==> src/rtl/one_hot_victim_select.sv <==
// One-hot cache victim selector: prefers invalid ways, never picks locked
// ways, and otherwise picks by fixed, round-robin or LFSR mode.
// Ports: clock/reset (async, active-high); mode, fixed_way, way_valid,
// way_lock, request and commit in; victim_valid, victim_onehot,
// victim_index and victim_none out. All outputs come straight from flops.
module one_hot_victim_select #(
   parameter int  WAYS  = 8,
   localparam int IDX_W = $clog2(WAYS)
) (
   input  logic             clock,
   input  logic             reset,
   input  logic [1:0]       mode,
   input  logic [IDX_W-1:0] fixed_way,
   input  logic [WAYS-1:0]  way_valid,
   input  logic [WAYS-1:0]  way_lock,
   input  logic             request,
   input  logic             commit,
   output logic             victim_valid,
   output logic [WAYS-1:0]  victim_onehot,
   output logic [IDX_W-1:0] victim_index,
   output logic             victim_none
);

   typedef enum logic {
      IDLE = 1'b0,
      HOLD = 1'b1
   } state_t;

   localparam logic [15:0] LFSR_SEED = 16'hACE1;
   localparam logic [15:0] LFSR_MASK = 16'hB400;

   state_t           state_q, state_d;
   logic [IDX_W-1:0] rr_ptr_q, rr_ptr_d;
   logic [15:0]      lfsr_q, lfsr_d;
   logic             valid_q, valid_d;
   logic [WAYS-1:0]  onehot_q, onehot_d;
   logic [IDX_W-1:0] index_q, index_d;
   logic             none_q, none_d;

   logic [WAYS-1:0]  free;
   logic [IDX_W-1:0] start;
   logic [IDX_W-1:0] cand;
   logic [IDX_W-1:0] sel_idx;
   logic             sel_none;
   logic [WAYS-1:0]  sel_onehot;

   // Victim choice from current inputs and state.
   // Loops run downward so the lowest qualifying candidate wins.
   always_comb begin
      free     = ~way_valid & ~way_lock;
      start    = '0;
      cand     = '0;
      sel_idx  = '0;
      sel_none = 1'b0;
      if (|free) begin
         for (int i = WAYS - 1; i >= 0; i--) begin
            if (free[i]) sel_idx = IDX_W'(i);
         end
      end else if (mode == 2'd0) begin
         sel_idx  = fixed_way;
         sel_none = way_lock[fixed_way];
      end else begin
         start    = (mode == 2'd2) ? lfsr_q[IDX_W-1:0] : rr_ptr_q;
         sel_none = 1'b1;
         for (int k = WAYS - 1; k >= 0; k--) begin
            // Width-limited add gives the wrap-around scan.
            cand = start + IDX_W'(k);
            if (!way_lock[cand]) begin
               sel_idx  = cand;
               sel_none = 1'b0;
            end
         end
      end
      if (sel_none) sel_idx = '0;
      sel_onehot = sel_none ? '0 : (WAYS'(1) << sel_idx);
   end

   always_comb begin
      state_d  = state_q;
      rr_ptr_d = rr_ptr_q;
      valid_d  = valid_q;
      onehot_d = onehot_q;
      index_d  = index_q;
      none_d   = none_q;
      // Galois shift; the seed is non-zero so the register never locks up.
      lfsr_d = lfsr_q[0] ? ((lfsr_q >> 1) ^ LFSR_MASK) : (lfsr_q >> 1);
      unique case (state_q)
         IDLE: begin
            if (request) begin
               valid_d  = 1'b1;
               onehot_d = sel_onehot;
               index_d  = sel_idx;
               none_d   = sel_none;
               state_d  = HOLD;
            end
         end
         HOLD: begin
            if (commit) begin
               if (!none_q) rr_ptr_d = index_q + 1'b1;
               valid_d = 1'b0;
               none_d  = 1'b0;
               state_d = IDLE;
            end
         end
         default: state_d = IDLE;
      endcase
   end

   always_ff @(posedge clock or posedge reset) begin
      if (reset) begin
         state_q  <= IDLE;
         rr_ptr_q <= '0;
         lfsr_q   <= LFSR_SEED;
         valid_q  <= 1'b0;
         onehot_q <= '0;
         index_q  <= '0;
         none_q   <= 1'b0;
      end else begin
         state_q  <= state_d;
         rr_ptr_q <= rr_ptr_d;
         lfsr_q   <= lfsr_d;
         valid_q  <= valid_d;
         onehot_q <= onehot_d;
         index_q  <= index_d;
         none_q   <= none_d;
      end
   end

   assign victim_valid  = valid_q;
   assign victim_onehot = onehot_q;
   assign victim_index  = index_q;
   assign victim_none   = none_q;

endmodule

==> config.mk <==
export PLATFORM = sky130hd
export DESIGN_NAME = one_hot_victim_select
export DESIGN_NICKNAME = d
export VERILOG_FILES = /design/src/rtl/one_hot_victim_select.sv
export SDC_FILE = /design/constraint.sdc
export NUM_CORES = 1
export LEC_CHECK = 0
export CORE_MARGIN = 3
export CORE_UTILIZATION = 34
export DETAILED_ROUTE_END_ITERATION = 8
export GPL_ROUTABILITY_DRIVEN = 0
export GPL_TIMING_DRIVEN = 0
export PLACE_DENSITY = 0.65
export SLEW_MARGIN = 20
export SYNTH_ARGS = -nofsm -noshare
export SYNTH_HDL_FRONTEND = slang
export SYNTH_SLANG_ARGS = --single-unit
export TNS_END_PERCENT = 50
==> constraint.sdc <==
create_clock -name clock -period 3.91 [get_ports clock]
set_clock_uncertainty 0.05 [all_clocks]
set_input_delay 0.391 -clock clock [delete_from_list [all_inputs] [get_ports clock]]
set_output_delay 0.391 -clock clock [all_outputs]
set_load 0.05 [all_outputs]
; ---- After elaboration in Yosys (flattened, before gate mapping)
; Cells that the tools add are included.
[word_totals]
reg_bits = 33
inputBits = 25
word_cells = 97
[op_classes]
n_addsub = 8
order_cmp = 9
eq_ne = 3
shifts = 1
muxes = 58
bitwise_logic = 6
n_reduce_logical = 5
[ops]
columns = operator, n
row1 = $mux W3, 20
row2 = $lt A3 B4 Y1 const B, 9
row3 = $bmux W1 S3, 9
row4 = $mux W1, 24
row5 = $mux W16, 1
row6 = $not A8 Y8, 2
row7 = $add A3 B3 Y3 const B, 4
row8 = $and A8 B8 Y8, 1
row9 = $mux W8, 1
row10 = $reduce_or A8 Y1, 1
row11 = $shl A1 B3 Y8 const A, 1
row12 = $add A3 B1 Y3 const B, 2
row13 = $add A3 B2 Y3 const B, 2
row14 = $pmux W1 S2, 3
row15 = $ne A2 B2 Y1 const B, 2
row16 = $not A3 Y4, 1
row17 = $reduce_and A2 Y1, 2
row18 = $reduce_and A3 Y1, 1
row19 = $eq A2 B2 Y1 const B, 1
row20 = $logic_not A2 Y1, 1
row21 = $not A1 Y1, 2

; ---- Depth between registers and ports, before layout
; Gate-level depths: netlist (run 1).
[logic_depth]
word_depth = 18
mapped_depth = 14

; ---- Least setup slack after synthesis (run 1)
; Ideal clock, no wire load.
[synth_timing]
path_type = register to register
startpoint = reg lfsr_q[0]
endpoint = reg onehot_q[1], in the netlist victim_onehot[1]
arrival_ns = 3.318
required_time_ns = 3.765
setup_slack_ns = 0.447
stages_incl_launch_ff = 15
n_path_buf = 3
period_less_slack_ns = 3.463
cell_sequence = dfstp_2 > buf_4 > and3b_2 > a21oi_4 > inv_4 > buf_12 > buf_6 > ha_1 > inv_1 > mux4_2 > o21bai_1 > o311ai_2 > a221oi_2 > a211o_1 > o31ai_1
[synth_via]
elab_chain_cells = 17
elab_cells_between_ends = 47
cone_classes = add/sub: 7 / shift: 1 / mux: 39
[synth_lines]
columns = item, line
row1 = start: declaration, 34  ; logic [15:0] lfsr_q, lfsr_d;
row2 = start signal: assignment, 121  ; lfsr_q <= lfsr_d;
row3 = $mux W3 *, 63  ; start = (mode == 2'd2) ? lfsr_q[IDX_W-1:0] : rr_ptr_q;
row4 = $add A3 B3 Y3, 67  ; cand = start + IDX_W'(k);
row5 = $bmux W1 S3, 68  ; if (!way_lock[cand]) begin
row6 = $mux W1 (implied by the code), 68
row7 = $mux W3 / $mux W1 (equally long branches) (8 in a row), 68
row8 = $mux W3 / $mux W1 (equally long branches), 59  ; end else if (mode == 2'd0) begin
row9 = $mux W3 / $mux W1 (equally long branches), 55  ; if (|free) begin
row10 = $mux W3, 74  ; if (sel_none) sel_idx = '0;
row11 = $shl A1 B3 Y8, 75  ; sel_onehot = sel_none ? '0 : (WAYS'(1) << sel_idx);
row12 = $mux W8 *, 75
row13 = end signal: assignment, 123  ; onehot_q <= onehot_d;
row14 = end: declaration, 36  ; logic [WAYS-1:0] onehot_q, onehot_d;
; Every way passes the cells marked *; elsewhere a longest branch is shown, timed or not. The select of a mux whose other input is x is not followed.
; A chain may end at the register's enable or synchronous reset.

; ---- Worst setup path after layout (run 1)
[layout_timing]
startpoint = in mode[0]
endpoint = reg onehot_q[4], in the netlist victim_onehot[4]
[layout_via]
elab_chain_cells = 18
elab_cells_between_ends = 49
cone_classes = add/sub: 7 / eq/ne: 1 / shift: 1 / mux: 39 / reduce/logical: 1
[layout_lines]
columns = item, line
row1 = start: declaration, 12  ; input logic [1:0] mode,
row2 = $eq A2 B2 Y1, 63
row3 = $mux W3, 63
row4 = $add A3 B3 Y3, 67
row5 = $bmux W1 S3, 68
row6 = $mux W1 (implied by the code), 68
row7 = $mux W3 / $mux W1 (equally long branches) (8 in a row), 68
row8 = $mux W3 / $mux W1 (equally long branches), 59
row9 = $mux W3 / $mux W1 (equally long branches), 55
row10 = $mux W3, 74
row11 = $shl A1 B3 Y8, 75
row12 = $mux W8 *, 75
; Marks and branches as above.

==> results by group, run 1 <==
Synth
  – Most frequent cells after synthesis: 25 x dfrtp_1, 24 x nand2_1, 19 x nor2_1, 13 x mux2i_1, 10 x o31ai_1
  – Synth top area cells: dfrtp_1 25%, dfstp_2 8.3%, mux2i_1 5.1%
  – Synth top area share: 24.61%
  – Synth unique cells: 70
  – Yosys top cell by area: dfrtp_1
  – Synth Flop Type: dfrtp_1
  – Syn Nets: 285
  – Cell Area, Synth: 2542 um^2
  – Synth Area in Compound Gates: 29.58%
  – FF+latch count, synth: 33
  – Post-synthesis sequential area ratio: 32.87%
  – Top-count cell post-synth: dfrtp_1
  – Asr flop ratio synth: 100.0%
  – Mux cell area share after synthesis: 13.78%
  – YS warnings: 0
  – EDFF count, synth: 0
  – Mapped Cells: 257
  – Synth Area in Adders: 1.476%
  – Post-Synth XOR/XNOR Area: 3.691%
  – Largest family of logic cells by synthesized area: compound AO/OA/AOI/OAI gates
  – Synthesized area per cell: 9.893 um^2
  – Synth Area in Simple Gates: 13.58%

Outcome
  – Status: finished, final reports clean

Setup path
  – Setup crit end kind: flip-flop
  – Path type of the worst setup path: in -> reg
  – Worst R2R Path Depth: 14
  – R2r setup slk: 290 ps
  – CP Data Required Time: 4050 ps
  – Worst Path Arrival: 3860 ps
  – Critical Path Fanout Max: 10
  – CP Launch Type: primary input
  – Reg2reg end: victim_onehot[4]
  – Critical R2R Launch: lfsr_q[0]

Floorplanning
  – Core area: 7019 um^2
  – Initial Utilization: 36.22%
  – Horiz. Die Dim: 92.48 um
  – Die ar.: 8552 um^2
  – Die height: 92.48 um
  – Num rows: 30
  – Number of I/O pins: 38

Drt
  – First-pass iteration count of the detailed router: 5
  – Wire per inst: 17.57 um
  – Vias per cell: 5.883
  – Antenna-violating nets left: 0
  – Initial drt markers: 200
  – DR DRC count: 0
  – Post-Route WL: 7065 um
  – Via count of the routed design: 2365

Placed design
  – Post-placement cell count: 388
  – DP Worst Slack: -461.1 ps
  – Port bufs: 35
  – Post-detail-place hpwl: 5422 um

Final layout
  – Synth-to-Final Area Change: 26.72%
  – Layout cell share with drive strength beyond 1: 24.51%
  – Diode count: 0
  – Fin util: 45.90%
  – Final std cells w/o fill: 402
  – Nets@finish: 333

Timing
  – Period utilization: 95.02%
  – Clock period minus worst slack: 3715 ps
  – RSZ-0062 raised after global routing: true
  – Pins Over Slew Limit: 0
  – Final Setup Violations: 0
  – Final hold violations: 0
  – FMAX: 269.2 MHz
  – Max transition margin: 38.79%
  – PnR worst setup slack: 194.9 ps
  – Slew @ Worst Pin: 892.7 ps

Power
  – Pwr Density: 703.9 nW/um^2
  – Worst VDD drop: 354.3 uV
  – P_leak: 1.321 nW
  – Overall power: 2.268 mW

Clocking
  – TritonCTS clock tree: done
  – Clk sinks: 33
  – Worst skew pair latency: 280 ps
  – CTS Buffer Depth: 2
  – Clock transition at path regs: 70 ps
  – Clock root cell: clkbuf_8
  – H-tree levels: 2
  – CTS Buf Count: 5

Global route
  – Global-route wire length before repair: 11540 um
  – Initial antenna violation count: 0
  – GRT Util Overall: 16.82%
  – Grt ovf: 0
  – Vias in the first global route: 2255
  – Largest net degree at the start of global routing: 34

Worst hold path
  – Worst hold stages: 0
  – Worst-case hold path end point: lfsr_q[5]
  – Worst Hold Launch: lfsr_q[6]
  – Class of the worst hold path: reg -> reg

Job
  – Maxcap violations: 0
kinds of logic after synthesis:
family | count (synthesis)
buffers and inverters | 21
flip-flops | 33
AND/OR/NAND/NOR | 72
XOR/XNOR | 9
adder cells (fa/ha/maj) | 3
multiplexers | 27
AO/OA/AOI/OAI | 92
routing by layer:
| layer | track usage (%) | vias to the layer above | part of all wire (%) |
|---|---|---|---|
| met5 | 0 | - | 0 |
| met4 | 6.931 | 0 | 2.9 |
| met3 | 3.899 | 15 | 8.0 |
| met2 | 23.99 | 102 | 43 |
| met1 | 24.25 | 1149 | 47 |
| li1 | - | 1099 | - |
where the power goes:
group	internal [mW]	total [mW]	switching, mW
sequential	0.396	0.448	0.0528
clock	0.191	0.316	0.126
combinational	0.620	1.50	0.883
per-stage QoR:
| stage | hold WS [ps] | setup TNS [ps] | area [um^2] |
|---|---|---|---|
| 2_1_floorplan | 281.2 | 0 | 2542 |
| 3_3_place_gp | 283.6 | -3166 | 3013 |
| 4_1_cts | 307.2 | 0 | 3137 |
| 3_5_place_dp | 288.7 | -3870 | 3013 |
| 6_report | 305.2 | 0 | 3222 |
| 5_1_grt | 309.3 | -3.102 | 3222 |
registers in the layout, indices dropped and copies added, names as in the netlist:
name	cells
lfsr_q	16
victim_valid	1
victim_onehot	8
state_q	1
victim_none	1
rr_ptr_q	3
victim_index	3
critical path, cell delays in order:
cell,delay (ps)
clkdlybuf4s50_1,460
nand2b_1,180
buf_6,140
a21oi_4,150
inv_4,60
buf_12,140
buf_6,150
ha_1,340
inv_2,120
mux4_2,540
o21bai_1,180
o311ai_2,310
a221oi_2,140
a211o_1,340
o31ai_1,200
cell usage in the layout (no fill, tap or decap), types with 3 or more instances in the layout:
master,netlist,final
xnor2_1,4,3
nor2_1,19,19
clkbuf_8,0,5
xor2_1,3,3
a211oi_1,6,6
buf_4,3,9
o21ai_0,9,9
inv_2,1,3
o211ai_1,8,8
nor3_1,6,6
o22ai_1,8,8
nand2_1,24,24
a22oi_1,4,4
inv_1,8,6
a21oi_1,6,6
mux2i_1,13,12
o211a_1,4,4
o31ai_1,10,8
mux2_2,7,7
dfrtp_1,25,25
mux4_2,5,5
o32a_1,3,3
and3_1,3,3
clkdlybuf4s50_1,0,34
a211oi_2,3,3
dfstp_2,8,8
what timing repair did:
item / in CTS / in global routing
endpoints found under the setup margin: 8 / 10
pin swaps: 1 / 3
hold buffers: 0 / 0
setup buffers: 1 / 5
cloned: 0 / 0
gates resized for setup: 2 / 10
cell type report:
type | instances | area, um^2
buffer | 11 | 90.09
tap | 96 | 120.1
timing repair buffer | 41 | 397.9
clock inverter | 3 | 46.29
clock buffer | 5 | 68.82
fill | 681 | 3797
inverter | 10 | 40.04
sequential | 33 | 835.8
multi-input combinational | 203 | 1623
how the worst max path moves through the flow:
stage,from,end,cells past startpoint
final,mode[0],victim_onehot[4],15
after global routing,mode[0],victim_onehot[0],15
after CTS,mode[1],victim_onehot[3],13
after detailed placement,mode[0],victim_onehot[4],15
after global placement,mode[0],victim_onehot[5],15
after floorplan,lfsr_q[0],victim_onehot[1],14
No activity file was read; power rests on OpenSTA's default activity.
==> run 2: changes to the inputs <==
--- a/config.mk
+++ b/config.mk
@@ -5,12 +5,14 @@
 export SDC_FILE = /design/constraint.sdc
 export NUM_CORES = 1
 export LEC_CHECK = 0
+export CELL_PAD_IN_SITES_DETAIL_PLACEMENT = 0
+export CELL_PAD_IN_SITES_GLOBAL_PLACEMENT = 1
 export CORE_MARGIN = 3
 export CORE_UTILIZATION = 34
 export DETAILED_ROUTE_END_ITERATION = 8
 export GPL_ROUTABILITY_DRIVEN = 0
 export GPL_TIMING_DRIVEN = 0
-export PLACE_DENSITY = 0.65
+export PLACE_DENSITY = 0.78
 export SLEW_MARGIN = 20
 export SYNTH_ARGS = -nofsm -noshare
 export SYNTH_HDL_FRONTEND = slang
==> results by group, run 2 (same netlist as run 1, synthesis figures left out) <==
Outcome
  – Status: finished, final reports clean

Power
  – P_leak: 1.308 nW
  – Switching part of the total: 47.92%
  – Overall power: 2.191 mW
  – Pwr Density: 685.5 nW/um^2
  – Clock power frac: 12.1%
  – Sw Pwr: 1.050 mW
  – Cell Int Power: 1.141 mW
  – Worst VDD drop: 367.8 uV
  – Share of power burned in registers: 20.5%
  – Comb pwr share: 67.4%

Timing
  – Clock period minus worst slack: 3764 ps
  – PnR worst setup slack: 146.1 ps
  – Max transition margin: 43.53%
  – Setup TNS: 0 ps
  – Final Setup Violations: 0
  – Final hold violations: 0
  – Period utilization: 96.26%
  – Slew @ Worst Pin: 823.5 ps
  – RSZ-0062 raised after global routing: true
  – FMAX: 265.7 MHz
  – Pins Over Slew Limit: 0
  – Hold_ws: 299.2 ps

Final layout
  – Final instance area: 3197 um^2
  – Fin util: 45.54%
  – Layout cell share with drive strength beyond 1: 23.61%
  – Most frequent cells in the layout: 34 x clkdlybuf4s50_1, 25 x dfrtp_1, 24 x nand2_1
  – FILL cells: 696
  – Diode count: 0
  – Largest Register: lfsr_q
  – Commonest non-fill, non-tap cell in the layout: clkdlybuf4s50_1
  – Area of the multi-input gates: 1629 um^2
  – Final std cells w/o fill: 401
  – Nets@finish: 332
  – Synth-to-Final Area Change: 25.74%
  – Max reg flops: 16
  – Reg area: 835.8 um^2

Drt
  – Initial drt markers: 133
  – First-pass iteration count of the detailed router: 4
  – Wire per inst: 17.99 um
  – Vias per cell: 5.805
  – DR DRC count: 0
  – Post-Route WL: 7215 um
  – Antenna-violating nets left: 0
  – Via count of the routed design: 2328

Job
  – Maxcap violations: 0

Setup path
  – Worst R2R Path Depth: 14
  – CP Data Required Time: 4000 ps
  – Critical Path Fanout Max: 10
  – Path type of the worst setup path: in -> reg
  – Setup crit end kind: flip-flop
  – CP Launch Type: primary input
  – Worst Path Arrival: 3850 ps

Placed design
  – Post-placement cell count: 388
  – DP Worst Slack: -434.8 ps
  – Area after DPL: 3013 um^2
  – Post-detail-place hpwl: 5484 um
  – Port bufs: 35

Global route
  – Vias in the first global route: 2290
  – Largest net degree at the start of global routing: 34
  – Global-route wire length before repair: 11530 um
  – GRT Util Overall: 16.89%
  – Grt ovf: 0
  – Initial antenna violation count: 0

Clocking
  – Clock transition at path regs: 70 ps
  – Clock root cell: clkbuf_8
  – CTS Buf Count: 5
  – Clk sinks: 33
  – TritonCTS clock tree: done
  – H-tree levels: 2
  – CTS Buffer Depth: 2
  – Worst skew pair latency: 280 ps

Floorplanning
  – Number of I/O pins: 38
  – Num rows: 30
  – Die height: 92.48 um
  – Core area: 7019 um^2
  – Initial Utilization: 36.22%
  – Die ar.: 8552 um^2
  – Horiz. Die Dim: 92.48 um

Worst hold path
  – Class of the worst hold path: reg -> reg
  – Worst hold stages: 0
run 2: worst max-delay path, cell delays in order:
cell and delay [ps]:
clkdlybuf4s50_1 460, and2b_2 270, mux2_2 360, inv_2 120
buf_2 260, ha_1 270, xnor2_1 180, o21ai_0 190
o211ai_1 150, and2_0 180, o32a_1 300, o21ai_1 560
o31ai_1 150
run 2: area by class of cell:
| type | instances | share of cell area [%] |
|---|---|---|
| buffer | 11 | 2.740 |
| clock buffer | 7 | 2.701 |
| clock inverter | 1 | 0.2348 |
| inverter | 10 | 1.252 |
| multi-input combinational | 203 | 50.96 |
| sequential | 33 | 26.14 |
| tap | 96 | 3.757 |
| timing repair buffer | 40 | 12.21 |
run 2: final timing paths:
path	start	end	slack, ps
setup / recovery	mode[0]	victim_onehot[7]	150
hold / removal	lfsr_q[8]	lfsr_q[7]	300
setup reg to reg	lfsr_q[0]	victim_onehot[1]	280
hold reg to reg	lfsr_q[8]	lfsr_q[7]	300
max in group asynchronous	reset	lfsr_q[12]	2910
min in group asynchronous	reset	victim_index[2]	470
run 2: timing repair:
action / CTS / global route
setup buffers: 1 / 4
endpoints found under the setup margin: 8 / 8
pin swaps: 1 / 3
gates resized for setup: 2 / 8
hold buffers: 0 / 0
run 2: power groups by stage:
stage	Combinational [mW]	Clock [mW]	Sequential, mW
2_1_floorplan	0.931	0	0.573
3_3_place_gp	1.39	0	0.454
3_5_place_dp	1.39	0	0.453
4_1_cts	1.40	0.276	0.449
5_1_grt	1.58	0.291	0.459
6_report	1.48	0.265	0.450
run 2: layer usage:
| layer | global-route usage (%) | part of all wire (%) | vias up |
|---|---|---|---|
| li1 | - | - | 1089 |
| met4 | 6.064 | 1.7 | 0 |
| met2 | 26.04 | 45 | 89 |
| met1 | 22.57 | 46 | 1138 |
| met5 | 0 | 0 | - |
| met3 | 4.712 | 8.0 | 12 |
